### src/rtl/md5_round_ctrl.sv
// MD5 compression sequencer: one LOAD, 64 RUN steps and one FINAL per accepted block.
// Optional `MD5_STALL_EN adds a step_hold input that freezes stepping during RUN.
module md5_round_ctrl #(
  parameter int BLK_CNT_W = 16
) (
  input  logic                 clk,
  input  logic                 rst,
  input  logic                 blk_valid,
  input  logic                 blk_last,
  output logic                 blk_ready,
  output logic [5:0]           step_idx,
  output logic [3:0]           msg_sel,
  output logic [1:0]           func_sel,
  output logic                 load_en,
  output logic                 iv_sel,
  output logic                 step_en,
  output logic                 final_en,
  output logic                 out_valid,
  output logic                 out_last,
  input  logic                 out_ready,
  output logic [BLK_CNT_W-1:0] blk_count
`ifdef MD5_STALL_EN
  ,
  input  logic                 step_hold
`endif
);

  typedef enum logic [2:0] {S_IDLE, S_LOAD, S_RUN, S_FINAL, S_DONE} state_t;

  state_t state, state_nxt;
  logic   first_blk;
  logic   last_q;
  logic   hold;

`ifdef MD5_STALL_EN
  assign hold = step_hold;
`else
  assign hold = 1'b0;
`endif

  // State register plus the per-block bookkeeping that moves with it
  always_ff @(posedge clk) begin
    if (rst) begin
      state     <= S_IDLE;
      step_idx  <= '0;
      blk_count <= '0;
      first_blk <= 1'b1;
      last_q    <= 1'b0;
    end else begin
      state <= state_nxt;
      if (blk_valid && blk_ready)
        last_q <= blk_last;
      if (state == S_LOAD)
        step_idx <= '0;
      else if (step_en)
        step_idx <= step_idx + 6'd1;
      if (state == S_FINAL)
        blk_count <= blk_count + BLK_CNT_W'(1);
      if (out_valid && out_ready) begin
        if (last_q) begin
          first_blk <= 1'b1;
          blk_count <= '0;
        end else begin
          first_blk <= 1'b0;
        end
      end
    end
  end

  always_comb begin
    state_nxt = state;
    unique case (state)
      S_IDLE:  if (blk_valid && blk_ready) state_nxt = S_LOAD;
      S_LOAD:  state_nxt = S_RUN;
      S_RUN:   if (step_en && step_idx == 6'd63) state_nxt = S_FINAL;
      S_FINAL: state_nxt = S_DONE;
      S_DONE:  if (out_ready) state_nxt = S_IDLE;
      default: state_nxt = S_IDLE;
    endcase
  end

  always_comb begin
    blk_ready = (state == S_IDLE);
    load_en   = (state == S_LOAD);
    iv_sel    = (state == S_LOAD) && first_blk;
    step_en   = (state == S_RUN) && !hold;
    final_en  = (state == S_FINAL);
    out_valid = (state == S_DONE);
    out_last  = (state == S_DONE) && last_q;
  end

  // Message word schedule g, evaluated modulo 16 in 4-bit arithmetic
  always_comb begin
    msg_sel  = step_idx[3:0];
    func_sel = step_idx[5:4];
    unique case (step_idx[5:4])
      2'd0: msg_sel = step_idx[3:0];
      2'd1: msg_sel = step_idx[3:0] * 4'd5 + 4'd1;
      2'd2: msg_sel = step_idx[3:0] * 4'd3 + 4'd5;
      2'd3: msg_sel = step_idx[3:0] * 4'd7;
      default: msg_sel = step_idx[3:0];
    endcase
  end

endmodule

### config.mk
export PLATFORM = sky130hd
export DESIGN_NAME = md5_round_ctrl
export DESIGN_NICKNAME = d
export VERILOG_FILES = /design/src/rtl/md5_round_ctrl.sv
export SDC_FILE = /design/constraint.sdc
export NUM_CORES = 1
export LEC_CHECK = 0
export ABC_AREA = 1
export CAP_MARGIN = 15
export CORE_ASPECT_RATIO = 0.7
export CORE_MARGIN = 8
export CORE_UTILIZATION = 49
export CTS_CLUSTER_DIAMETER = 40
export CTS_CLUSTER_SIZE = 28
export DETAILED_ROUTE_END_ITERATION = 12
export GPL_ROUTABILITY_DRIVEN = 0
export PLACE_DENSITY = 0.84
export RECOVER_POWER = 25
export SKIP_LAST_GASP = 1
export SLEW_MARGIN = 15
export SYNTH_ARGS = -nofsm -noshare
export SYNTH_HDL_FRONTEND = slang
export SYNTH_SLANG_ARGS = --single-unit
### constraint.sdc
create_clock -name clk -period 3 [get_ports clk]
set_input_delay 0.45 -clock clk [delete_from_list [all_inputs] [get_ports clk]]
set_output_delay 0.45 -clock clk [all_outputs]
set_load 0.01 [all_outputs]
# Word level (Yosys, flattened, before mapping)
# Index checks and enable logic that the tools add are counted.
[classes] eq_ne=11 n_addsub=4 n_reduce_logical=9 n_mul=3 muxes=9
[op_table] cell="$mux W16" n=3
[op_table] cell="$add A16 B1 Y16 const B" n=1
[op_table] cell="$pmux W4 S4" n=1
[op_table] cell="$pmux W3 S5" n=1
[op_table] cell="$mux W3" n=3
[op_table] cell="$mul A4 B3 Y4 const B" n=2
[op_table] cell="$add A6 B1 Y6 const B" n=1
[op_table] cell="$eq A3 B2 Y1 const B" n=2
[op_table] cell="$eq A6 B6 Y1 const B" n=1
[op_table] cell="$ne A2 B1 Y1 const B" n=3
[op_table] cell="$logic_and A1 B1 Y1" n=5
[op_table] cell="$add A4 B1 Y4 const B" n=1
[op_table] cell="$add A4 B3 Y4 const B" n=1
[op_table] cell="$eq A2 B2 Y1 const B" n=2
[op_table] cell="$mul A4 B2 Y4 const B" n=1
[op_table] cell="$eq A3 B1 Y1 const B" n=1
[op_table] cell="$eq A3 B3 Y1 const B" n=1
[op_table] cell="$logic_not A3 Y1" n=1
[op_table] cell="$reduce_and A3 Y1" n=1
[op_table] cell="$eq A2 B1 Y1 const B" n=1
[op_table] cell="$logic_not A2 Y1" n=1
[op_table] cell="$reduce_or A2 Y1" n=1
[op_table] cell="$mux W1" n=1
[totals] ff_bits=27 elab_cells=41 out_inout_bits=35 inputBits=5

# Logic depth before layout (Yosys ltp)
[logic_depth] depth_word=4 ltp_mapped=9 mapped_depth_nobuf=9

# Worst setup path after synthesis
# No wires, ideal clock.
[synth_timing] path_kind="reg2out" start="register step_idx[1]" end="output msg_sel[3]" path_buffers=0 arrival_ps=1958 stages_incl_launch_ff=8 slack_ps=592 required_time_ps=2550 path_cell_list="dfxtp_1 inv_1 ha_1 fa_1 xor2_1 or2_2 nand3_1 nand4_1"
[synth_between] elab_chain_len=3 word_cells_on_any_way=6 classes_between="add/sub: 2; mul: 3; mux: 1"
[synth_rtl] item="from (decl)" line_no="11" source="output logic [5:0] step_idx,"
[synth_rtl] item="from (signal assigned)" line_no="56" source="step_idx <= step_idx + 6'd1;"
[synth_rtl] item="$mul A4 B2 Y4 or $mul A4 B3 Y4 (tied branches)" line_no="99, 98"
[synth_rtl] item="$add A4 B3 Y4 or $add A4 B1 Y4 (tied branches)" line_no="99, 98"
[synth_rtl] item="$pmux W4 S4 *" line_no="96" source="unique case (step_idx[5:4])"
[synth_rtl] item="to (decl)" line_no="12" source="output logic [3:0] msg_sel,"
# Every way passes the cells marked *; elsewhere a longest branch is shown, timed or not.

# Final worst setup path
# Same ends and word-level chain as after synthesis.

==> results by group <==
Final layout
  – Area Overhead vs Synth: 29.7%
  – FF/Latch Area: around 540 µm²
  – FILL cells: between 200 and 300
  – Area of the multi-input gates: around 950 µm²
  – Layout cells sized above 1: under 10%
  – Post-Layout Cell Count: ~330
  – Diode count: 0
  – Fin nets: between 300 and 400

Clock tree
  – Setup bufs post-CTS: 0
  – CTS max path bufs: 2
  – Worst-path clk slew: ~0.090 ns
  – Clock Latency Late Sink: approximately 0.27 ns
  – Root buffer cell: clkbuf_8
  – Clock sinks: 27
  – H-tree lvl count: 1
  – CTS Hold Buffers Added: 0
  – Num CTS Buffers: 3
  – CTS tree: yes

Global route
  – Vias in the first global route: 1462
  – Largest net degree at the start of global routing: 15
  – Global-route wire length before repair: about 7 mm
  – Total Routing Usage GR: 15.1%
  – Total gr overflow: 0
  – Initial antenna violation count: 0

STA
  – Tmin final: 2.78 ns
  – Final critical-path share of the clock period: a little over 90%
  – Worst Skew: 0.00332 ns
  – Final Hold Slack: 0.464 ns
  – Setup TNS Final: 0 ns
  – Fmax: 359 MHz
  – Pins Over Slew Limit: 0
  – Slew Limit Headroom: 2.96%
  – # setup viols final: 0
  – Fin. Hold Viols: 0
  – RSZ-0062 raised after global routing: no
  – Worst slew pin tran: between 1 and 1.5 ns

Run
  – Max-Cap Viols: 0

Power
  – Internal power: roughly 560 µW
  – Power per cell area: around 370 nW/µm²
  – Sequential fraction of design power: about 50%
  – Combinational power share: about a quarter
  – NetSw: ~240 µW
  – Clock Power Share: 25.6%
  – P_leak: around 0.00093 µW
  – VDD IR-drop max: around 350 µV
  – Fraction of power spent switching nets: 29.7%

Setup path
  – Worst reg2reg path depth: 7
  – R2R Path Start: state[2]
  – Critical R2R Capture: blk_count[15]
  – Crit-path slowest cell: fa_1
  – CP startpoint kind: flip-flop
  – Critical Path End Type: output port
  – Critical path fanouts, max: 3
  – CP max stage delay: about 0.41 ns
  – WP data required: about 2.6 ns
  – Critical path arrival: between 2 and 2.5 ns
  – Setup CP Type: reg -> out
  – Crit path launch: step_idx[1]
  – CP cell instances: inv_1 > ha_1 > fa_1 > xor2_1 > or2_2 > nand3_1 > nand4_1 > dlygate4sd2_1
  – Worst reg2reg setup slack: between 0.4 and 0.5 ns

Placement
  – IO buf count: 39
  – # placed instances: 329
  – Dpl hpwl: 3.29 mm

Yosys
  – Syn Inst Count: ~240
  – Post-Syn Area: 1670 µm²
  – Most used DFF post-synth: dfxtp_1
  – Synth unique cells: 29
  – Yosys reg bits: 27
  – Post-synthesis net count: 258
  – Post-synth EDFFs: 0
  – Ys async rst share: 0%
  – Mean Syn Cell Area: 6.91 µm²
  – Seq/Total Area, Yosys: ~32%
  – Yosys warning total: 0

Route
  – DRT Wirelength: 4.07 mm
  – Met2 WL: between 1.5 and 2 mm
  – Vias post-DR: 1637
  – Average routed wire per standard cell: around 12 µm
  – Via density: between 4 and 5
  – Met3 wire length: 378 µm
  – M1 WL: between 2 and 2.5 mm
  – DRC viols: 0
  – Final antenna-violating net count: 0
  – 1st-iter DRT viols: approximately 150
  – DR pass1 iterations: 4
  – Highest metal used: met3

Die
  – Die area: 5570 µm²
  – IO Pins: 40
  – Chip width: ~86 µm
  – Row cnt: 17
  – Core ar.: about 3200 µm²
  – Die Y: 64.9 µm
  – Initial Util: between 50% and 60%

Hold path
  – Hold EP: first_blk
  – Hold/Removal Path Class: reg -> reg
  – Hold Crit Start: first_blk
  – Depth of the worst hold-timing path: 2

Outcome
  – Status: complete, no violations
-- worst max-delay path, delay by kind of cell, from the launching register on --
kind	cells	cell delay, ns
flops	1	0.36
buf+inv	2	0.38
simple gates	3	0.43
xor+xnor	1	0.15
fa+ha+maj	2	0.75
-- Yosys cell counts (2+ instances only) --
library cell	count	share of area, %
fa_1	2	2.4
nand4_1	7	2.6
dfxtp_1	27	32
o21ai_0	3	0.90
xor2_1	7	3.7
nor2_4	3	2.0
o21ai_1	4	1.2
nand3_1	10	3.0
xnor2_1	6	3.1
nor3b_1	3	1.3
nor4_1	2	0.75
buf_4	3	1.3
inv_2	2	0.45
a21oi_1	10	3.0
nor2_1	41	9.2
ha_1	9	6.7
nand2_2	2	0.75
nand2_1	50	11
inv_1	38	8.5
nor3_1	4	1.2
-- kinds of logic (layout without fill, tap and decap cells) --
group / Yosys count / count (layout) / share of synthesized area (%)
AOI/OAI and AO/OA: 21 / 21 / 6.96
xor gates and xnor gates: 13 / 13 / 6.81
adders and majority gates: 11 / 11 / 9.13
buffers and inverters: 43 / 87 / 10.3
DFF: 27 / 27 / 32.3
and+or+nand+nor: 127 / 127 / 34.4
-- worst max path at each step --
| stage | end | slack [ns] | depth (start not counted) |
|---|---|---|---|
| 6_report | msg_sel[3] | 0.22 | 8 |
| 3_5_place_dp | msg_sel[3] | 0.22 | 8 |
| 5_1_grt | msg_sel[3] | 0.06 | 8 |
| 2_1_floorplan | msg_sel[3] | 0.59 | 7 |
| 4_1_cts | msg_sel[3] | 0.19 | 8 |
| 3_3_place_gp | msg_sel[3] | 0.26 | 8 |
-- area by class of cell --
class	instances	share of cell area, %
timing repair buffer	43	19.3
clock buffer	4	2.08
inverter	40	6.92
multi-input combinational	172	43.9
tap	47	2.71
sequential	27	25.0
-- placed cells by master, fill, tap and decap left out --
master and count:
nand2b_1 1, nand3_1 10, or2_2 1, nand3_2 1, nor2_1 41, clkdlybuf4s50_1 37, dfxtp_2 2, xnor2_1 6
nor4_1 2, a211oi_1 1, nand4_1 7, nor3_1 5, nor2_4 3, dlygate4sd3_1 1, inv_2 1, a31oi_1 1
o21ai_0 6, fa_1 2, buf_4 4, nand2_1 50, o2111ai_1 1, ha_2 1, clkbuf_8 3, xor2_1 7
nand2_2 2, inv_1 39, dfxtp_1 25, o21ai_1 2, nor3b_1 3, a21oi_1 10, clkbuf_1 1, ha_1 8
dlygate4sd2_1 1, nor2_2 1
-- power by group through the flow --
stage | Sequential, µW | Clock [µW] | Combinational, µW
after floorplan | 405 | 0 | 112
after global placement | 402 | 0 | 202
after detailed placement | 402 | 0 | 202
after CTS | 395 | 209 | 204
after global routing | 396 | 224 | 224
final | 395 | 205 | 202
-- what timing repair did --
action,4_1_cts,5_1_grt
gates resized for setup,3,1
pin swaps,0,0
endpoints found under the setup margin,1,1
-- routing by layer --
| layer | vias to the layer above | global-route usage, % |
|---|---|---|
| met1 | 727 | 22.3 |
| met2 | 63 | 21.3 |
| met4 | 0 | 2.39 |
| li1 | 847 | - |
| met5 | - | 0 |
| met3 | 0 | 3.90 |
-- sequential cells by signal, summed over array words and instances (netlist names) --
signal     flops
last_q         1
blk_count     16
step_idx       6
first_blk      1
state          3
-- stage by stage --
step	instance area, µm²	worst slack, ns	power, µW	utilization, %
4_1_cts	2180	0.190	807	67.7
2_1_floorplan	1670	0.592	517	-
6_report	2170	0.216	802	67.5
3_3_place_gp	2130	0.261	604	66.3
3_5_place_dp	2130	0.225	604	66.3
5_1_grt	2170	0.0552	844	67.5
No activity file was read; power rests on OpenSTA's default activity.
